`config.mk`:
```
export PLATFORM = sky130hd
export DESIGN_NAME = decode_stage
export DESIGN_NICKNAME = d
export VERILOG_FILES = /design/src/rtl/decode_pkg.sv /design/src/rtl/register_file.sv /design/src/rtl/decode_stage.sv
export SDC_FILE = /design/constraint.sdc
export NUM_CORES = 1
export LEC_CHECK = 0
export BUFFER_PORTS_ARGS = -buffer_cell sky130_fd_sc_hd__buf_2
export CAP_MARGIN = 40
export CORE_MARGIN = 8
export CORE_UTILIZATION = 55
export DETAILED_ROUTE_END_ITERATION = 12
export GPL_ROUTABILITY_DRIVEN = 0
export PLACE_DENSITY = 0.73
export SLEW_MARGIN = 15
export SYNTH_ARGS = -nofsm -noshare
export SYNTH_HDL_FRONTEND = slang
export SYNTH_SLANG_ARGS = --single-unit
export TNS_END_PERCENT = 10
```
`constraint.sdc`:
```
create_clock -name clk -period 6.1 [get_ports clk]
set_clock_uncertainty 0.15 [all_clocks]
set_input_delay 1.22 -clock clk [delete_from_list [all_inputs] [get_ports clk]]
set_output_delay 1.22 -clock clk [all_outputs]
set_load 0.03 [all_outputs]
```
`src/rtl/decode_pkg.sv`:
```
// rtl/decode_pkg.sv - instruction field layout, opcodes and decode state types
package decode_pkg;

    localparam int OPC_MSB = 15;
    localparam int OPC_LSB = 11;
    localparam int RD_MSB  = 10;
    localparam int RD_LSB  = 8;
    localparam int RS_MSB  = 7;
    localparam int RS_LSB  = 5;
    localparam int RT_MSB  = 4;
    localparam int RT_LSB  = 2;

    typedef enum logic [4:0] {
        NOP = 5'b00000,
        ADD = 5'b00001,
        SUB = 5'b00010,
        LDM = 5'b11000,
        LDD = 5'b11001,
        STD = 5'b11010
    } opcode_t;

    typedef enum logic [0:0] {
        NORMAL   = 1'b0,
        IMM_WAIT = 1'b1
    } state_t;

    function automatic logic is_two_word(input logic [4:0] opcode);
        return opcode[4:3] == 2'b11;
    endfunction

endpackage

```
`src/rtl/register_file.sv`:
```
// rtl/register_file.sv - 2R1W register file; DECODE_WB_BYPASS_EN selects write-first reads
module register_file #(
    parameter int REG_COUNT = 8,
    parameter int DATA_W    = 32
) (
    input  logic              clk,
    input  logic              rst_ni,
    input  logic              we_i,
    input  logic [2:0]        waddr_i,
    input  logic [DATA_W-1:0] wdata_i,
    input  logic [2:0]        raddr_a_i,
    output logic [DATA_W-1:0] rdata_a_o,
    input  logic [2:0]        raddr_b_i,
    output logic [DATA_W-1:0] rdata_b_o
);

    logic [DATA_W-1:0] mem_q [REG_COUNT];

    always_ff @(posedge clk or negedge rst_ni) begin
        if (!rst_ni) begin
            for (int i = 0; i < REG_COUNT; i++) begin
                mem_q[i] <= '0;
            end
        end else if (we_i) begin
            mem_q[waddr_i] <= wdata_i;
        end
    end

`ifdef DECODE_WB_BYPASS_EN
    // Same-cycle write-back is forwarded so decode never sees a stale operand.
    assign rdata_a_o = (we_i && (waddr_i == raddr_a_i)) ? wdata_i : mem_q[raddr_a_i];
    assign rdata_b_o = (we_i && (waddr_i == raddr_b_i)) ? wdata_i : mem_q[raddr_b_i];
`else
    assign rdata_a_o = mem_q[raddr_a_i];
    assign rdata_b_o = mem_q[raddr_b_i];
`endif

endmodule

```
`src/rtl/decode_stage.sv`:
```
// rtl/decode_stage.sv - decode stage: two-word FSM, load-use stall, flush, ID/EX register
module decode_stage
    import decode_pkg::*;
#(
    parameter int REG_COUNT = 8,
    parameter int DATA_W    = 32
) (
    input  logic              clk,
    input  logic              reset,
    input  logic [15:0]       instruction_r,
    input  logic [31:0]       pc_plus_one_r,
    input  logic [15:0]       immediate_value,
    input  logic              flush,
    input  logic              wb_en,
    input  logic [2:0]        wb_addr,
    input  logic [DATA_W-1:0] wb_data,
    output logic              stall_fetch,
    output logic              id_valid,
    output logic [4:0]        id_opcode,
    output logic [2:0]        id_rd,
    output logic [DATA_W-1:0] id_rs_data,
    output logic [DATA_W-1:0] id_rt_data,
    output logic [DATA_W-1:0] id_imm,
    output logic [31:0]       id_pc_plus_one,
    output logic              id_mem_read
);

    localparam logic [0:0] S_NORMAL   = NORMAL;
    localparam logic [0:0] S_IMM_WAIT = IMM_WAIT;

    logic [0:0] state_q, state_d;
    logic [4:0] hold_opc_q, hold_opc_d;
    logic [2:0] hold_rd_q, hold_rd_d;
    logic [2:0] hold_rs_q, hold_rs_d;
    logic [2:0] hold_rt_q, hold_rt_d;

    logic              id_valid_q, id_valid_d;
    logic [4:0]        id_opcode_q, id_opcode_d;
    logic [2:0]        id_rd_q, id_rd_d;
    logic [DATA_W-1:0] id_rs_data_q, id_rs_data_d;
    logic [DATA_W-1:0] id_rt_data_q, id_rt_data_d;
    logic [DATA_W-1:0] id_imm_q, id_imm_d;
    logic [31:0]       id_pc_q, id_pc_d;
    logic              id_mem_read_q, id_mem_read_d;

    logic [4:0]        opc_w;
    logic [2:0]        rd_w, rs_w, rt_w;
    logic              in_imm_w, two_word_w, hazard_w;
    logic [2:0]        rs_addr_w, rt_addr_w;
    logic [DATA_W-1:0] rs_rdata_w, rt_rdata_w;

    assign opc_w = instruction_r[OPC_MSB:OPC_LSB];
    assign rd_w  = instruction_r[RD_MSB:RD_LSB];
    assign rs_w  = instruction_r[RS_MSB:RS_LSB];
    assign rt_w  = instruction_r[RT_MSB:RT_LSB];

    assign in_imm_w   = (state_q == S_IMM_WAIT);
    assign two_word_w = is_two_word(opc_w);

    // The held instruction reads its operands while its immediate word arrives.
    assign rs_addr_w = in_imm_w ? hold_rs_q : rs_w;
    assign rt_addr_w = in_imm_w ? hold_rt_q : rt_w;

    register_file #(
        .REG_COUNT (REG_COUNT),
        .DATA_W    (DATA_W)
    ) u_register_file (
        .clk       (clk),
        .rst_ni    (reset),
        .we_i      (wb_en),
        .waddr_i   (wb_addr),
        .wdata_i   (wb_data),
        .raddr_a_i (rs_addr_w),
        .rdata_a_o (rs_rdata_w),
        .raddr_b_i (rt_addr_w),
        .rdata_b_o (rt_rdata_w)
    );

    // Only a one-word instruction in NORMAL can hit a load-use hazard.
    assign hazard_w = !in_imm_w && !two_word_w && id_valid_q && id_mem_read_q
                      && ((id_rd_q == rs_w) || (id_rd_q == rt_w));

    assign stall_fetch = hazard_w && !flush && reset;

    always_comb begin
        state_d    = state_q;
        hold_opc_d = hold_opc_q;
        hold_rd_d  = hold_rd_q;
        hold_rs_d  = hold_rs_q;
        hold_rt_d  = hold_rt_q;

        id_opcode_d  = in_imm_w ? hold_opc_q : opc_w;
        id_rd_d      = in_imm_w ? hold_rd_q : rd_w;
        id_rs_data_d = rs_rdata_w;
        id_rt_data_d = rt_rdata_w;
        id_imm_d     = in_imm_w ? {{(DATA_W-16){immediate_value[15]}}, immediate_value}
                                : {{(DATA_W-5){1'b0}}, instruction_r[4:0]};
        id_pc_d      = pc_plus_one_r;
        id_valid_d   = 1'b0;

        if (flush) begin
            state_d = S_NORMAL;
        end else if (in_imm_w) begin
            id_valid_d = 1'b1;
            state_d    = S_NORMAL;
        end else if (two_word_w) begin
            hold_opc_d = opc_w;
            hold_rd_d  = rd_w;
            hold_rs_d  = rs_w;
            hold_rt_d  = rt_w;
            state_d    = S_IMM_WAIT;
        end else if (!hazard_w) begin
            id_valid_d = 1'b1;
        end

        id_mem_read_d = id_valid_d && (id_opcode_d == LDD);
    end

    always_ff @(posedge clk or negedge reset) begin
        if (!reset) begin
            state_q       <= S_NORMAL;
            hold_opc_q    <= '0;
            hold_rd_q     <= '0;
            hold_rs_q     <= '0;
            hold_rt_q     <= '0;
            id_valid_q    <= 1'b0;
            id_opcode_q   <= '0;
            id_rd_q       <= '0;
            id_rs_data_q  <= '0;
            id_rt_data_q  <= '0;
            id_imm_q      <= '0;
            id_pc_q       <= '0;
            id_mem_read_q <= 1'b0;
        end else begin
            state_q       <= state_d;
            hold_opc_q    <= hold_opc_d;
            hold_rd_q     <= hold_rd_d;
            hold_rs_q     <= hold_rs_d;
            hold_rt_q     <= hold_rt_d;
            id_valid_q    <= id_valid_d;
            id_opcode_q   <= id_opcode_d;
            id_rd_q       <= id_rd_d;
            id_rs_data_q  <= id_rs_data_d;
            id_rt_data_q  <= id_rt_data_d;
            id_imm_q      <= id_imm_d;
            id_pc_q       <= id_pc_d;
            id_mem_read_q <= id_mem_read_d;
        end
    end

    assign id_valid       = id_valid_q;
    assign id_opcode      = id_opcode_q;
    assign id_rd          = id_rd_q;
    assign id_rs_data     = id_rs_data_q;
    assign id_rt_data     = id_rt_data_q;
    assign id_imm         = id_imm_q;
    assign id_pc_plus_one = id_pc_q;
    assign id_mem_read    = id_mem_read_q;

endmodule

```
==> results of run 1 <==
Yosys cell counts (35+ instances only):
cell type	instances
dfrtp_1	393
mux2_2	217
nor2b_1	128
o21ai_0	104
clkbuf_1	65
mux2i_1	65
o22ai_1	64
mux2_1	61
buf_2	51
nand2b_1	37
nor2_1	35
cell usage in the layout (no fill, tap or decap), types with 6 or more instances in the layout:
cell | Yosys | layout
a211oi_1 | 32 | 32
a21oi_1 | 32 | 32
a221oi_1 | 32 | 32
a22oi_1 | 32 | 32
a31oi_1 | 32 | 32
and2_1 | 12 | 12
buf_16 | 0 | 6
buf_2 | 51 | 240
buf_4 | 24 | 27
clkbuf_1 | 65 | 8
clkbuf_16 | 0 | 43
clkbuf_8 | 0 | 11
clkinv_2 | 0 | 7
dfrtp_1 | 393 | 389
inv_1 | 32 | 32
mux2_1 | 61 | 61
mux2_2 | 217 | 217
mux2i_1 | 65 | 65
mux4_2 | 31 | 31
nand2_1 | 13 | 13
nand2b_1 | 37 | 35
nor2_1 | 35 | 35
nor2b_1 | 128 | 128
o211ai_1 | 32 | 32
o21ai_0 | 104 | 104
o21ai_1 | 24 | 24
o22a_1 | 32 | 32
o22ai_1 | 64 | 64
o31ai_1 | 32 | 32
xnor2_1 | 6 | 6
routing by layer:
metal	share of wire	routed length [um]	track usage	vias to the layer above
met2	0.46	25900	0.412	704
met5	0.00098	55	0	-
met3	0.087	4870	0.0552	155
met4	0.034	1880	0.108	8
li1	-	-	-	6481
met1	0.42	23200	0.352	7588
power breakdown:
part	leakage [nW]	internal [W]	switching [W]
registers	4.72	0.00313	0.000388
clock network	0.683	0.00151	0.00104
logic	4.39	0.000876	0.00111
area by class of cell:
class / count / area (sq um) / share of cell area
well taps: 461 / 577 / 0.0254
multi-input cells: 1083 / 9100 / 0.401
inverters: 32 / 120 / 0.00530
flip-flops and latches: 393 / 9840 / 0.434
clock inverters: 12 / 120 / 0.00530
clock buffers: 62 / 1260 / 0.0555
repair buffers: 278 / 1660 / 0.0732
critical path: cells and delay by family:
family	cells	cell delay, ns
AOI/OAI and AO/OA	1	0.50
buffers and inverters	2	0.41
xor gates and xnor gates	1	0.32
and+or+nand+nor	1	0.28
stage by stage:
| step | cells | hold slack, ns | utilization | total power (W) |
|---|---|---|---|---|
| after floorplan | 1666 | 0.283 | - | 0.00488 |
| after global placement | 2238 | 0.298 | 0.593 | 0.00543 |
| after detailed placement | 2247 | 0.309 | 0.599 | 0.00552 |
| after CTS | 2321 | 0.326 | 0.638 | 0.00808 |
| after global routing | 2321 | 0.344 | 0.638 | 0.00843 |
| final | 2321 | 0.325 | 0.638 | 0.00804 |
state kept, by name, summed over array words and instances (netlist names), 5 cells and up:
signal,flops
id_rt_data,32
id_pc_plus_one,32
hold_opc_q,5
id_opcode,5
id_imm,16
id_rs_data,32
u_register_file.mem_q,256
logic make-up (layout without fill, tap and decap cells):
family                 after synthesis  in the layout  share of synthesized area
buffers and inverters              190            384                     0.0502
AO/OA/AOI/OAI                      451            451                      0.149
multiplexers                       379            379                      0.230
AND/OR/NAND/NOR                    247            247                     0.0737
flip-flops                         393            393                      0.495
XOR/XNOR                             6              6                    0.00264
how the worst min path moves through the flow:
stage	startpoint	to	depth (start not counted)
2_1_floorplan	hold_opc_q[3]	hold_opc_q[3]	1
3_3_place_gp	hold_opc_q[3]	hold_opc_q[3]	1
3_5_place_dp	hold_opc_q[4]	hold_opc_q[4]	1
4_1_cts	hold_opc_q[4]	hold_opc_q[4]	1
5_1_grt	hold_opc_q[4]	hold_opc_q[4]	1
6_report	hold_opc_q[4]	hold_opc_q[4]	1
==> results.json, run 1 <==
{
  "status": "finished clean",
  "grt_antenna_before_repair": 4,
  "crit_path_end_kind": "output port",
  "cts_tree": "yes",
  "critPathLaunchType": "primary input",
  "power_leakage_nw": 9.78,
  "placed_area_sq_mm": 0.0213,
  "grt_pass1_wl_mm": 86.9,
  "grt_max_degree": 172,
  "cp_slowest_cell": "a2111oi_0",
  "min_period_over_period": 0.673,
  "synth_cells": 1666,
  "critical_path.cell_chain": "buf_2, xnor2_1, nand3_1, a2111oi_0, buf_2",
  "r2r_end": "id_rs_data[21]",
  "hold_path_class": "register to register",
  "clock.fmax_mhz": 243,
  "r2r_cells": 7,
  "die_h_um": 206,
  "die_area_sq_mm": 0.0425,
  "overflow": 0,
  "fin_nets": 1933,
  "drt_first_pass_iters": 8,
  "synthArstFlopShare": 1.00,
  "required_ns": 4.73,
  "rows": 69,
  "dominantRegCellSynth": "dfrtp_1",
  "clock-sinks": 393,
  "post-route-cell-area_sq_mm": 0.0227,
  "cts-root-buf": "clkbuf_16",
  "routedWlPerCell_um": 24.1,
  "worstSetupEndpoint": "stall_fetch",
  "cts-resized-gates": 0,
  "area_growth_pct": 14.0,
  "drt-total-wl_mm": 55.9,
  "drive_above_1_share": 0.330,
  "synth.avg_cell_area_sq_um": 11.9,
  "rsz0062_at_grt": "false",
  "fill_cells": 2782,
  "crit_fanout": 2,
  "syn_area_sq_mm": 0.0199,
  "slew_violations": 0,
  "synth-seq-area-share": 0.495,
  "yosys.area.top_type": "dfrtp_1",
  "insertion_delay_ns": 0.56,
  "reg2reg_slack_ns": 2.61,
  "grtUsageTotal": 0.262,
  "die_w_um": 206,
  "finalHoldViolCount": 0,
  "ctsHoldBuffers": 0,
  "fin_ws_ns": 1.99,
  "ys_seq_elements": 393,
  "syn_nets": 1769,
  "yosys.area.top_type_share": 0.495,
  "fin_tns_setup_ns": 0,
  "ir_drop_mv": 0.289,
  "place.detailed.hpwl_mm": 33.0,
  "synth_edf_count": 0,
  "setup_viol": 0,
  "worst-setup-path-type": "primary input to output port",
  "ios": 242,
  "dr_total_vias": 14936,
  "r2r-start": "in_imm_w",
  "worst_slew_pin_slew_ns": 0.969,
  "post_cts_buffers": 0,
  "cp-startpoint": "instruction_r[5]",
  "clkTransAtPathRegs_ns": 0.06,
  "core_area_sq_mm": 0.0356,
  "drc": 0,
  "min_period_ns": 4.11,
  "cpMostUsedCell": "buf_2",
  "drv_cap": 0,
  "first_iter_violations": 1349,
  "critPathArrivalTime_ns": 2.74,
  "port-buffer-count": 241,
  "cellPowerDensity_mw_per_mm2": 355,
  "drtAntennaViolNets": 0,
  "start_util": 0.559,
  "netlist_top_cells_area": "dfrtp_1, mux2_2, nor2b_1",
  "viasPerCell": 6.44,
  "slew_headroom": 0.354,
  "ys_types": 48,
  "pre_cts_ws_ns": 1.95,
  "clock_path_buffers": 3,
  "cts_made_buffers": 42,
  "htree_levels": 2,
  "cpPeakStageDelay_ns": 0.50,
  "yosysWarnings": 0,
  "antenna_cells": 0,
  "first_global_vias": 15148
}
No activity file was read; power rests on OpenSTA's default activity.
==> run 2, diff against run 1 <==
==> constraint.sdc (replaced) <==
create_clock -name clk -period 3.9 [get_ports clk]
set_clock_uncertainty 0.15 [all_clocks]
set_input_delay 0.78 -clock clk [delete_from_list [all_inputs] [get_ports clk]]
set_output_delay 0.78 -clock clk [all_outputs]
set_load 0.03 [all_outputs]
==> run 2 against run 1 <==
Effect of this change: register-to-register slack lost 1.6 ns; largest cell class unchanged; highest routed layer unchanged; via count shrank 0.40%; utilization grew 0.48 points; count of clock-buffer cells in the layout grew 5; die area is the same; critical path depth is the same; clock power grew 65%; first-iteration DRC count shrank 12%.
==> results.json, run 2 (synthesized netlist as in run 1, its figures left out) <==
{
  "fin_tns_setup_ns": 0,
  "largest_reg_flops": 256,
  "drv_cap": 0,
  "power_leakage_nw": 9.89,
  "slew_violations": 0,
  "first_global_vias": 15025,
  "min_period_over_period": 0.882,
  "antenna_cells": 0,
  "worst_slew_pin_slew_ns": 0.859,
  "layout_commonest_cell": "dfrtp_1",
  "grt_pass1_wl_mm": 86.6,
  "status": "finished clean",
  "rsz0062_at_grt": "false",
  "drtAntennaViolNets": 0,
  "clock-sinks": 393,
  "dr_total_vias": 14876,
  "rows": 69,
  "overflow": 0,
  "clkTransAtPathRegs_ns": 0.06,
  "htree_levels": 2,
  "core_area_sq_mm": 0.0356,
  "routedWlPerCell_um": 23.7,
  "die_area_sq_mm": 0.0425,
  "slew_headroom": 0.415,
  "layout_common_cells": "dfrtp_1, buf_2, mux2_2",
  "clock.fmax_mhz": 291,
  "drt_first_pass_iters": 6,
  "grt_antenna_before_repair": 1,
  "setup_viol": 0,
  "cts-root-buf": "clkbuf_16",
  "required_ns": 2.97,
  "crit_fanout": 9,
  "viasPerCell": 6.35,
  "finalHoldViolCount": 0,
  "ios": 242,
  "cellPowerDensity_mw_per_mm2": 560,
  "critPathArrivalTime_ns": 2.51,
  "first_iter_violations": 1193,
  "cpPeakStageDelay_ns": 0.61,
  "cp_slowest_cell": "a2111oi_0",
  "crit_path_end_kind": "output port",
  "drive_above_1_share": 0.335,
  "ir_drop_mv": 0.406,
  "cts_tree": "yes",
  "grtUsageTotal": 0.259,
  "drc": 0,
  "grt_max_degree": 72,
  "drt-total-wl_mm": 55.4,
  "hold_path_class": "primary input to register",
  "die_h_um": 206,
  "regMostFlops": "u_register_file.mem_q",
  "clock_path_buffers": 3,
  "die_w_um": 206,
  "place.detailed.hpwl_mm": 33.6,
  "critical_path.cell_chain": "dlygate4sd3_1, buf_8, nand3b_1, a2111oi_0, buf_2",
  "min_period_ns": 3.44,
  "insertion_delay_ns": 0.56,
  "worst-setup-path-type": "primary input to output port",
  "port-buffer-count": 241,
  "fin_nets": 1949,
  "start_util": 0.559,
  "critPathLaunchType": "primary input",
  "area_growth_pct": 14.9,
  "cts_made_buffers": 42,
  "post_cts_buffers": 0,
  "power_w": 0.0128
}
## run 2: changes by cell type in the layout (fill, tap and decap cells not counted), sizes merged
cell         change
inv              -1
buf             +15
bufinv           +2
dlygate4sd3      +1
clkinv           -1
clkinvlp         -1
clkbuf           +5
## run 2: what timing repair did
item,4_1_cts,5_1_grt
gates resized for setup,0,0
hold buffers,1,0
hold endpoints to repair,6,0
## run 2: cell type report
class / count / area, sq um
clock buffers: 67 / 1310
inverters: 32 / 120
well taps: 461 / 577
multi-input cells: 1083 / 9100
repair buffers: 294 / 1740
clock inverters: 11 / 155
flip-flops and latches: 393 / 9840
fillers: 2802 / 12700
## run 2: where the power goes
part | switching [W] | internal [W] | total [W]
clock | 0.00164 | 0.00256 | 0.00420
combinational | 0.00170 | 0.00137 | 0.00307
sequential | 0.000639 | 0.00489 | 0.00553
total | 0.00398 | 0.00883 | 0.0128
## run 2: metal layers
metal,vias to the layer above,wire [um],track usage
li1,6515,-,-
met1,7576,22900,0.341
met2,654,26700,0.428
met3,129,4350,0.0547
met4,2,1390,0.0798
met5,-,15,0
## run 2: path summary, 6_finish.rpt
check / start / to / slack, ns / cells past startpoint
setup / recovery: reset / stall_fetch / 0.46 / 5
hold / removal: pc_plus_one_r[5] / id_pc_plus_one[5] / 0.18 / 1
setup reg to reg: in_imm_w / id_rt_data[16] / 1.01 / 5
hold reg to reg: hold_opc_q[4] / hold_opc_q[4] / 0.31 / 1
max in group asynchronous: reset / hold_rt_q[0] / 1.47 / 5
min in group asynchronous: reset / id_imm[5] / 0.45 / 2
## run 2: critical path: cells and delay by family
| kind | cells | cell delay (ns) |
|---|---|---|
| buf+inv | 3 | 1.03 |
| simple gates | 1 | 0.08 |
| compound gates | 1 | 0.61 |
## run 2: through the flow
step | area (sq um) | worst slack (ns) | cells | hold slack, ns | util
final | 22800 | 0.461 | 2341 | 0.176 | 0.642
after detailed placement | 21300 | 0.788 | 2260 | 0.298 | 0.600
after global routing | 22800 | 0.395 | 2341 | 0.159 | 0.642
after floorplan | 19900 | 0.0988 | 1666 | 0.283 | -
after CTS | 22800 | 0.610 | 2339 | 0.150 | 0.641
after global placement | 21200 | 0.751 | 2255 | 0.302 | 0.597
